==> src/rtl/ss_gen_pkg.sv <==
// Shared constants for the polar stochastic generator: maximal-length LFSR taps,
// default seed, channel count and a rotate helper used to derive per-channel values.
package ss_gen_pkg;

  localparam int unsigned SS_NUM_CH       = 32'd4;
  localparam logic [15:0] SS_DEFAULT_SEED = 16'h00A5;

  // Fibonacci feedback masks (bit i set = state bit i feeds the XOR); all maximal-length.
  function automatic logic [15:0] lfsr_taps(input int unsigned n);
    logic [15:0] t;
    case (n)
      32'd4:   t = 16'h000C;
      32'd5:   t = 16'h0014;
      32'd6:   t = 16'h0030;
      32'd7:   t = 16'h0060;
      32'd8:   t = 16'h00B8;
      32'd9:   t = 16'h0110;
      32'd10:  t = 16'h0240;
      32'd11:  t = 16'h0500;
      32'd12:  t = 16'h0829;
      32'd13:  t = 16'h100D;
      32'd14:  t = 16'h2015;
      32'd15:  t = 16'h6000;
      32'd16:  t = 16'hD008;
      default: t = 16'h00B8;
    endcase
    return t;
  endfunction

  // Rotate the low n bits of v left by s positions (s taken mod n).
  function automatic logic [15:0] rotl_n(input logic [15:0] v, input int unsigned n,
                                         input int unsigned s);
    logic [15:0] m;
    logic [15:0] r;
    m = 16'hFFFF >> (32'd16 - n);
    r = v & m;
    for (int unsigned i = 0; i < 32'd16; i++) begin
      if (i < (s % n)) begin
        r = ((r << 1) | (r >> (n - 32'd1))) & m;
      end else begin
        r = r;
      end
    end
    return r;
  endfunction

endpackage

==> src/rtl/ss_lfsr.sv <==
// Fibonacci maximal-length LFSR; advances only while EN is high, reloads SEED on reset.
module ss_lfsr
  import ss_gen_pkg::*;
#(
  parameter int           N    = 8,
  parameter logic [N-1:0] SEED = N'(SS_DEFAULT_SEED)
) (
  input  logic         CLK,
  input  logic         INIT_n,
  input  logic         EN,
  output logic [N-1:0] STATE
);

  localparam logic [N-1:0] TAPS = N'(lfsr_taps(N));

  logic [N-1:0] state_q;
  logic [N-1:0] state_d;

  // Next state: shift left, feedback XOR into bit 0; zero is unreachable from a nonzero seed.
  always_comb begin
    state_d = state_q;
    if (EN) begin
      state_d = {state_q[N-2:0], ^(state_q & TAPS)};
    end else begin
      state_d = state_q;
    end
  end

  // State register.
  always_ff @(posedge CLK or negedge INIT_n) begin
    if (!INIT_n) begin
      state_q <= SEED;
    end else begin
      state_q <= state_d;
    end
  end

  assign STATE = state_q;

endmodule

==> src/rtl/ss_polar_gen_4ch.sv <==
// Four-channel polar stochastic bitstream generator with double-buffered magnitudes/signs.
// Build option SS_GEN_DECORR_EN: one LFSR per channel instead of one shared rotated LFSR.
module ss_polar_gen_4ch
  import ss_gen_pkg::*;
#(
  parameter int           N    = 8,
  parameter logic [N-1:0] SEED = N'(SS_DEFAULT_SEED)
) (
  input  logic         CLK,
  input  logic         INIT_n,
  input  logic         EN,
  input  logic         LOAD,
  input  logic [1:0]   LOAD_IDX,
  input  logic [N-1:0] LOAD_VAL,
  input  logic         LOAD_SIGN,
  output logic [3:0]   OUT_SS,
  output logic [3:0]   SIGN_OUT,
  output logic         FRAME_DONE
);

  localparam logic [N-1:0] FC_MAX = {{(N-1){1'b1}}, 1'b0};
  localparam logic [N-1:0] FC_ONE = {{(N-1){1'b0}}, 1'b1};

  logic [SS_NUM_CH-1:0][N-1:0] shadow_mag_q, shadow_mag_d;
  logic [SS_NUM_CH-1:0]        shadow_sign_q, shadow_sign_d;
  logic [SS_NUM_CH-1:0][N-1:0] active_mag_q, active_mag_d;
  logic [SS_NUM_CH-1:0]        active_sign_q, active_sign_d;
  logic [N-1:0]                fc_q, fc_d;
  logic [3:0]                  out_ss_q, out_ss_d;
  logic [3:0]                  sign_out_q, sign_out_d;
  logic                        frame_done_q, frame_done_d;
  logic                        commit_s;
  logic [SS_NUM_CH-1:0][N-1:0] r_s;

`ifdef SS_GEN_DECORR_EN
  for (genvar k = 0; k < SS_NUM_CH; k++) begin : g_lfsr
    logic [N-1:0] lfsr_state_s;
    ss_lfsr #(
      .N    (N),
      .SEED (N'(rotl_n(16'(SEED), N, k)))
    ) u_lfsr (
      .CLK    (CLK),
      .INIT_n (INIT_n),
      .EN     (EN),
      .STATE  (lfsr_state_s)
    );
    assign r_s[k] = lfsr_state_s;
  end
`else
  logic [N-1:0] lfsr_state_s;
  ss_lfsr #(
    .N    (N),
    .SEED (SEED)
  ) u_lfsr (
    .CLK    (CLK),
    .INIT_n (INIT_n),
    .EN     (EN),
    .STATE  (lfsr_state_s)
  );
  // Rotation is a bijection, so each channel still sees every nonzero value once per frame.
  for (genvar k = 0; k < SS_NUM_CH; k++) begin : g_rot
    assign r_s[k] = N'(rotl_n(16'(lfsr_state_s), N, 2 * k));
  end
`endif

  // Shadow write, frame commit (with write-through of a same-cycle load) and frame counter.
  always_comb begin
    shadow_mag_d  = shadow_mag_q;
    shadow_sign_d = shadow_sign_q;
    if (LOAD) begin
      shadow_mag_d[LOAD_IDX]  = LOAD_VAL;
      shadow_sign_d[LOAD_IDX] = LOAD_SIGN;
    end else begin
      shadow_mag_d  = shadow_mag_q;
      shadow_sign_d = shadow_sign_q;
    end

    commit_s = EN && (fc_q == FC_MAX);

    if (commit_s) begin
      active_mag_d  = shadow_mag_d;
      active_sign_d = shadow_sign_d;
      fc_d          = {N{1'b0}};
    end else if (EN) begin
      active_mag_d  = active_mag_q;
      active_sign_d = active_sign_q;
      fc_d          = fc_q + FC_ONE;
    end else begin
      active_mag_d  = active_mag_q;
      active_sign_d = active_sign_q;
      fc_d          = fc_q;
    end
  end

  // Comparators and output next-state; outputs idle low (sign holds) while EN is low.
  always_comb begin
    out_ss_d     = 4'b0000;
    sign_out_d   = sign_out_q;
    frame_done_d = commit_s;
    for (int k = 0; k < SS_NUM_CH; k++) begin
      out_ss_d[k] = EN && (r_s[k] <= active_mag_q[k]);
    end
    if (EN) begin
      sign_out_d = active_sign_q;
    end else begin
      sign_out_d = sign_out_q;
    end
  end

  // Value banks, frame counter and output registers.
  always_ff @(posedge CLK or negedge INIT_n) begin
    if (!INIT_n) begin
      shadow_mag_q  <= {(SS_NUM_CH*N){1'b0}};
      shadow_sign_q <= {SS_NUM_CH{1'b0}};
      active_mag_q  <= {(SS_NUM_CH*N){1'b0}};
      active_sign_q <= {SS_NUM_CH{1'b0}};
      fc_q          <= {N{1'b0}};
      out_ss_q      <= 4'b0000;
      sign_out_q    <= 4'b0000;
      frame_done_q  <= 1'b0;
    end else begin
      shadow_mag_q  <= shadow_mag_d;
      shadow_sign_q <= shadow_sign_d;
      active_mag_q  <= active_mag_d;
      active_sign_q <= active_sign_d;
      fc_q          <= fc_d;
      out_ss_q      <= out_ss_d;
      sign_out_q    <= sign_out_d;
      frame_done_q  <= frame_done_d;
    end
  end

  assign OUT_SS     = out_ss_q;
  assign SIGN_OUT   = sign_out_q;
  assign FRAME_DONE = frame_done_q;

endmodule
==> config.mk <==
export PLATFORM = sky130hd
export DESIGN_NAME = ss_polar_gen_4ch
export DESIGN_NICKNAME = d
export VERILOG_FILES = /design/src/rtl/ss_gen_pkg.sv /design/src/rtl/ss_lfsr.sv /design/src/rtl/ss_polar_gen_4ch.sv
export SDC_FILE = /design/constraint.sdc
export NUM_CORES = 1
export LEC_CHECK = 0
export CAP_MARGIN = 20
export CORE_ASPECT_RATIO = 0.75
export CORE_MARGIN = 8
export CORE_UTILIZATION = 40
export CTS_BUF_LIST = sky130_fd_sc_hd__clkbuf_8
export DETAILED_ROUTE_END_ITERATION = 10
export MAX_ROUTING_LAYER = met4
export PLACE_DENSITY_LB_ADDON = 0.15
export SLEW_MARGIN = 20
export SYNTH_ARGS = -nofsm -noshare
export SYNTH_HDL_FRONTEND = slang
export SYNTH_SLANG_ARGS = --single-unit
==> constraint.sdc <==
create_clock -name CLK -period 1.4 [get_ports CLK]
set_input_delay 0.21 -clock CLK [delete_from_list [all_inputs] [get_ports CLK]]
set_output_delay 0.21 -clock CLK [all_outputs]
set_load 0.01 [all_outputs]
# Yosys cells after proc, flatten, opt, wreduce, memory -nomap -nowiden
# Index checks and enable logic that the tools add are counted.
dict set report classes {
  n_eq_ne 1
  n_reduce_logical 8
  mux 10
  add_sub_neg 1
  n_bitwise 6
  order_cmp 6
}
# cell count
set ops {}
lappend ops {{bitwise OR 8 x 1 -> 8 bit} 6}
lappend ops {{bitwise mux 32 bit} 1}
lappend ops {{<= comparator 8 bit} 4}
lappend ops {{2-to-1 mux 32 bit} 1}
lappend ops {{2-to-1 mux 8 bit} 3}
lappend ops {{demux 8 bit (select 2 bit)} 1}
lappend ops {{adder 8 x 1 -> 8 bit (second input constant)} 1}
lappend ops {{== test 8 bit (second input constant)} 1}
lappend ops {{parity 8 bit} 1}
lappend ops {{logical AND 1 bit} 6}
lappend ops {{bitwise mux 4 bit} 1}
lappend ops {{2-to-1 mux 4 bit} 1}
lappend ops {{less-than comparator 2 x 3 -> 1 bit (second input constant)} 1}
lappend ops {{demux 1 bit (select 2 bit)} 1}
lappend ops {{greater-or-equal comparator 2 x 1 -> 1 bit (second input constant)} 1}
lappend ops {{nonzero test 2 bit} 1}
lappend ops {{2-to-1 mux 1 bit} 1}
dict set report word_totals {
  output_inout_bits 9
  word_cells 47
  inputBits 15
  regBits 97
}

# Depth between registers and ports, before layout
dict set report depth {
  word_depth 8
  ltp_mapped 9
  ltp_nobuf 7
}

# Hierarchy
# Synthesis repeated with hierarchy kept, for this count alone.
dict set report unflattened {
  hier_cells 390
  hier_area_um2 4611.9
}
# mod cells_each area_per_inst_um2 instances seq_area_each_um2
set by_module_without_submodules {}
lappend by_module_without_submodules {ss_polar_gen_4ch 369 4287.9 1 2227.1}
lappend by_module_without_submodules {ss_lfsr 21 324.1 1 205.2}

# Worst setup path before layout
# No wires, ideal clock.
dict set report synth_timing {
  path_type {register -> register}
  startpoint {register fc_q[0]}
  endpoint {register active_mag_q[10] (netlist bit)}
  required_ns 1.282
  slack_ns -0.030
  synth_period_minus_slack_ns 1.430
  n_path_buf 2
  arrival_ns 1.313
  setup_time_ns 0.118
  path_stages_with_launch 9
  cell_sequence {dfrtp_1 inv_1 ha_1 nand4_1 or2_1 buf_6 clkinv_8 buf_6 o21ai_2}
}
dict set report synth_via {
  elab_chain_len 2
}
# element line_no
set synth_rtl {}
lappend synth_rtl {{start: declaration} ss_polar_gen_4ch.sv:28} ;# logic [N-1:0] fc_q, fc_d;
lappend synth_rtl {{start signal: assignment} ss_polar_gen_4ch.sv:117} ;# fc_q <= {N{1'b0}};
lappend synth_rtl {{== test 8 bit} ss_polar_gen_4ch.sv:78} ;# commit_s = EN && (fc_q == FC_MAX);
lappend synth_rtl {{logical AND 1 bit} ss_polar_gen_4ch.sv:78}
lappend synth_rtl {{end signal: assignment} ss_polar_gen_4ch.sv:115} ;# active_mag_q <= {(SS_NUM_CH*N){1'b0}};
lappend synth_rtl {{end signal: assignment} ss_polar_gen_4ch.sv:124} ;# active_mag_q <= active_mag_d;
lappend synth_rtl {{end: declaration} ss_polar_gen_4ch.sv:26} ;# logic [SS_NUM_CH-1:0][N-1:0] active_mag_q, active_mag_d;
# No other way between the ends.
# A chain may end at the register's enable or synchronous reset.

# Worst setup path after layout
dict set report layout_timing {
  startpoint {register fc_q[0]}
  endpoint {register active_mag_q[7] (netlist bit)}
}
# The elaborated chain is that of the path after synthesis.

==> flow_summary.rst <==
.. list-table::
   :header-rows: 1

   * - Metric
     - Value
   * - Global-route track usage on met1
     - 21.6%
   * - Count of clock tree sinks
     - 97
   * - Buffers added on ports
     - 23
   * - Type of the setup path with the least slack
     - reg2reg
   * - Final worst-path cycle share
     - 111%
   * - Cts bufs inserted
     - 9
   * - Critical path data required time
     - 1.69 ns
   * - Design Power
     - around 7200 uW
   * - Area growth, synth to finish
     - 34.4%
   * - Maximum count of clock buffers along a single path
     - 2
   * - Area share of the leading cell type in the synthesized netlist
     - roughly half
   * - Largest cells by area after synthesis
     - sky130_fd_sc_hd__dfrtp_1 (50%), sky130_fd_sc_hd__mux2_2 (11%), sky130_fd_sc_hd__ha_1 (9.2%)
   * - Final nets
     - 526
   * - Final setup vio count
     - 47
   * - DRT Pass-1 Iters
     - 4
   * - Wire length of the first global-routing pass
     - 18,100 um
   * - Library cell occupying the most area in the post-synthesis netlist
     - sky130_fd_sc_hd__dfrtp_1
   * - Kind of end point of the critical path
     - flop
   * - Count of state elements after synthesis
     - between 90 and 100
   * - Num ports
     - 24
   * - Routed length per placed instance
     - 17.7 um
   * - Busiest layer in global routing
     - met2
   * - Number of max-capacitance violations reported
     - 0
   * - CTS Root Buffer Type
     - sky130_fd_sc_hd__clkbuf_8
   * - Commonest cells after routing, fill and taps aside
     - sky130_fd_sc_hd__dfrtp_1 (92), sky130_fd_sc_hd__mux2_2 (44), sky130_fd_sc_hd__inv_1 (32)
   * - Cell at the slowest stage of the critical path
     - sky130_fd_sc_hd__dfrtp_1
   * - DRC violation count after routing
     - 0
   * - Share of cells above drive strength 1
     - between 40% and 50%
   * - Pre-CTS worst setup slack
     - -0.423 ns
   * - Number of nets still failing antenna checks after routing
     - 0
   * - Combinational family with the most area after synthesis
     - multiplexers
   * - Die Footprint
     - 15,300 um^2
   * - Hold Fails Final Rpt
     - 0
   * - Antenna diodes
     - 0
   * - Source-to-sink clock delay at the later pin of the worst-skew pair
     - roughly 0.36 ns
   * - Max rail drop VDD
     - 0.000715 V
   * - Via Count
     - approximately 3.1k
   * - Min cycle time layout
     - ~1.6 ns
   * - Max Clock Skew
     - 0.00701 ns
   * - Primary FF master, synth
     - sky130_fd_sc_hd__dfrtp_1
   * - Final Wtd Congestion
     - just under 0.8
   * - Most frequent standard cell in the layout excluding fill and tap cells
     - sky130_fd_sc_hd__dfrtp_1
   * - Power density relative to cell area
     - 1170 nW/um^2
   * - Placeable core region
     - 11,400 um^2
   * - Final worst-path setup slack
     - -0.156 ns
   * - Unique cell type count in the Yosys netlist
     - 31
   * - Met3 usage in global routing
     - 3.54%
   * - Via count of the first global-routing pass
     - approximately 3.3k
   * - Simple-gate share of the synthesized area
     - 10.6%
   * - Result of the run
     - complete, but fails checks
   * - Count of buffer and inverter cells on the critical path
     - 4
   * - Relative slew slack
     - 72.3%
   * - Number of rows created at floorplan
     - 34
   * - Violated checks
     - negative setup slack
   * - Pin count of the biggest net entering global routing
     - 32
   * - TritonCTS clock tree
     - done
   * - Path type of the worst min-delay path
     - in2async
   * - RSZ-0062 raised after global routing
     - true
   * - DPL Wire Length
     - 7150 um
   * - Cell count after synthesis
     - 398
   * - Adder-cell share of the synthesized area
     - 9.21%
   * - Post-Synthesis Net Count
     - 447
   * - Highest achievable clock rate
     - 642 MHz
   * - Worst Setup Start Kind
     - flop
   * - Vertical die dimension
     - 109 um
   * - Number of enable flip-flop cells after synthesis
     - 0
   * - Width of the die
     - 140 um
   * - Slowest Stage Delay on Critical Path
     - roughly 0.40 ns
   * - Sequential share of the synthesized area
     - 52.7%
   * - Final Routed Wirelength
     - 11,100 um
   * - Parity-gate share of the synthesized area counting xor and xnor cells
     - 1.14%
   * - Top fanout value on the critical path
     - 7
   * - Post-synthesis cell area
     - between 4000 and 5000 um^2
   * - Share of the synthesized area in compound gates (AO/OA/AOI/OAI)
     - slightly above 10%
   * - Critical Path AT
     - 1.85 ns
   * - Share of synthesized flip-flops with an asynchronous set or reset
     - 100%
   * - Global-route track usage on met2
     - 24.0%
   * - Initial standard-cell utilization of the core
     - 40.3%
   * - Crit path cell chain
     - inv_2 -> ha_4 -> nand4_1 -> or2_4 -> buf_6 -> clkinv_8 -> buf_8 -> nand2_2 -> o21ai_2
   * - Mean cell area of the mapped netlist
     - 11.6 um^2
   * - Max Transition Viols Final
     - 0
   * - Initial antenna violation count
     - 0
   * - All-Layer GR Usage
     - 15.9%
   * - Via density per instance
     - approximately 5
   * - Aggregate global routing overflow
     - 0
   * - CTS HTree Levels
     - 3
   * - Actual slew at the worst max-slew pin
     - 0.415 ns
   * - Clock input transition at the sequential cells of the worst setup and hold paths
     - 0.09 ns
   * - Iteration-0 DRC Markers
     - 143
   * - Family of cells with the greatest summed delay on the critical path
     - simple AND/OR/NAND/NOR gates
   * - Portion of netlist area occupied by mux cells
     - 10.7%
   * - Yosys synthesis warning count
     - 0
   * - Static Leak
     - 0.00295 uW
==> report_power, final <==
group,switching (uW),total [uW],internal [uW]
Combinational,934,2050,1120
Clock,997,1700,699
Sequential,290,3500,3210
Total,2220,7250,5030
==> layout make-up <==
type	count	area (um^2)
clock buffer	10	138
tap	144	180
clock inverter	6	40.0
inverter	35	144
multi-input combinational	254	2300
timing repair buffer	79	958
sequential	97	2430
fill	972	5240
timing repair inverter	1	16.3
==> synth_stat cells (5+ instances only) <==
master,count
sky130_fd_sc_hd__dfrtp_1,93
sky130_fd_sc_hd__nand2_1,62
sky130_fd_sc_hd__mux2_2,44
sky130_fd_sc_hd__ha_1,34
sky130_fd_sc_hd__inv_1,34
sky130_fd_sc_hd__o21ai_2,28
sky130_fd_sc_hd__a21oi_1,11
sky130_fd_sc_hd__nor2_1,9
sky130_fd_sc_hd__o21ai_0,9
sky130_fd_sc_hd__nand3_1,8
sky130_fd_sc_hd__nand4_1,8
sky130_fd_sc_hd__buf_6,7
sky130_fd_sc_hd__a211oi_1,5
sky130_fd_sc_hd__o31ai_1,5
sky130_fd_sc_hd__or3_1,5
==> cell families (layout without fill, tap and decap cells) <==
logic type,Yosys count,in the layout
flip-flops,97,97
adder cells (fa/ha/maj),34,34
AND/OR/NAND/NOR,106,106
buffers and inverters,47,131
AO/OA/AOI/OAI,64,64
multiplexers,44,44
XOR/XNOR,6,6
==> state kept, by name, indices dropped and copies added (netlist names) <==
register,count
active_mag_q,32
shadow_mag_q,32
fc_q,8
u_lfsr.STATE,8
OUT_SS,4
SIGN_OUT,4
active_sign_q,4
shadow_sign_q,4
FRAME_DONE,1
==> metal layers <==
metal | share of wire [%] | routed length [um]
met1 | 51 | 5680
met2 | 45 | 4920
met3 | 2.8 | 309
met4 | 1.3 | 148
met5 | 0 | 0
==> worst register-to-register path, cell delays in order, from the launching register on <==
cell,delay [ns]
sky130_fd_sc_hd__dfrtp_1,0.40
sky130_fd_sc_hd__inv_2,0.08
sky130_fd_sc_hd__ha_4,0.13
sky130_fd_sc_hd__nand4_1,0.11
sky130_fd_sc_hd__or2_4,0.33
sky130_fd_sc_hd__buf_6,0.14
sky130_fd_sc_hd__clkinv_8,0.06
sky130_fd_sc_hd__buf_8,0.13
sky130_fd_sc_hd__nand2_2,0.05
sky130_fd_sc_hd__o21ai_2,0.04
==> stage by stage <==
step	instance area (um^2)	utilization (%)	instances	TNS [ns]	hold WS, ns
global route	6210	54.2	626	-9.90	0.321
CTS	6100	53.3	629	-6.87	0.312
finish	6210	54.2	626	-6.29	0.312
floorplan	4640	-	398	-0.0934	-0.0856
detailed placement	5290	46.2	586	-21.74	0.172
global placement	5290	46.2	586	-20.03	0.172
==> timing repair <==
item,in CTS,in global routing
buffers inserted,17,7
gates cloned,9,0
setup endpoints to repair,56,49
hold buffers,1,0
gates resized for setup,73,43
endpoints found under the hold margin,19,0
pin swaps,13,18
==> final timing paths <==
| kind | start | end | slack (ns) | cells after the start |
|---|---|---|---|---|
| setup / recovery | fc_q[0] | active_mag_q[7] | -0.16 | 9 |
| hold / removal | INIT_n | shadow_mag_q[22] | 0.31 | 2 |
| setup reg to reg | fc_q[0] | active_mag_q[7] | -0.16 | 9 |
| hold reg to reg | active_sign_q[2] | active_sign_q[2] | 0.48 | 2 |
| max in group asynchronous | INIT_n | OUT_SS[0] | 0.58 | 3 |
| min in group CLK | active_sign_q[2] | active_sign_q[2] | 0.48 | 2 |
Power figures use the tool's default switching activity.
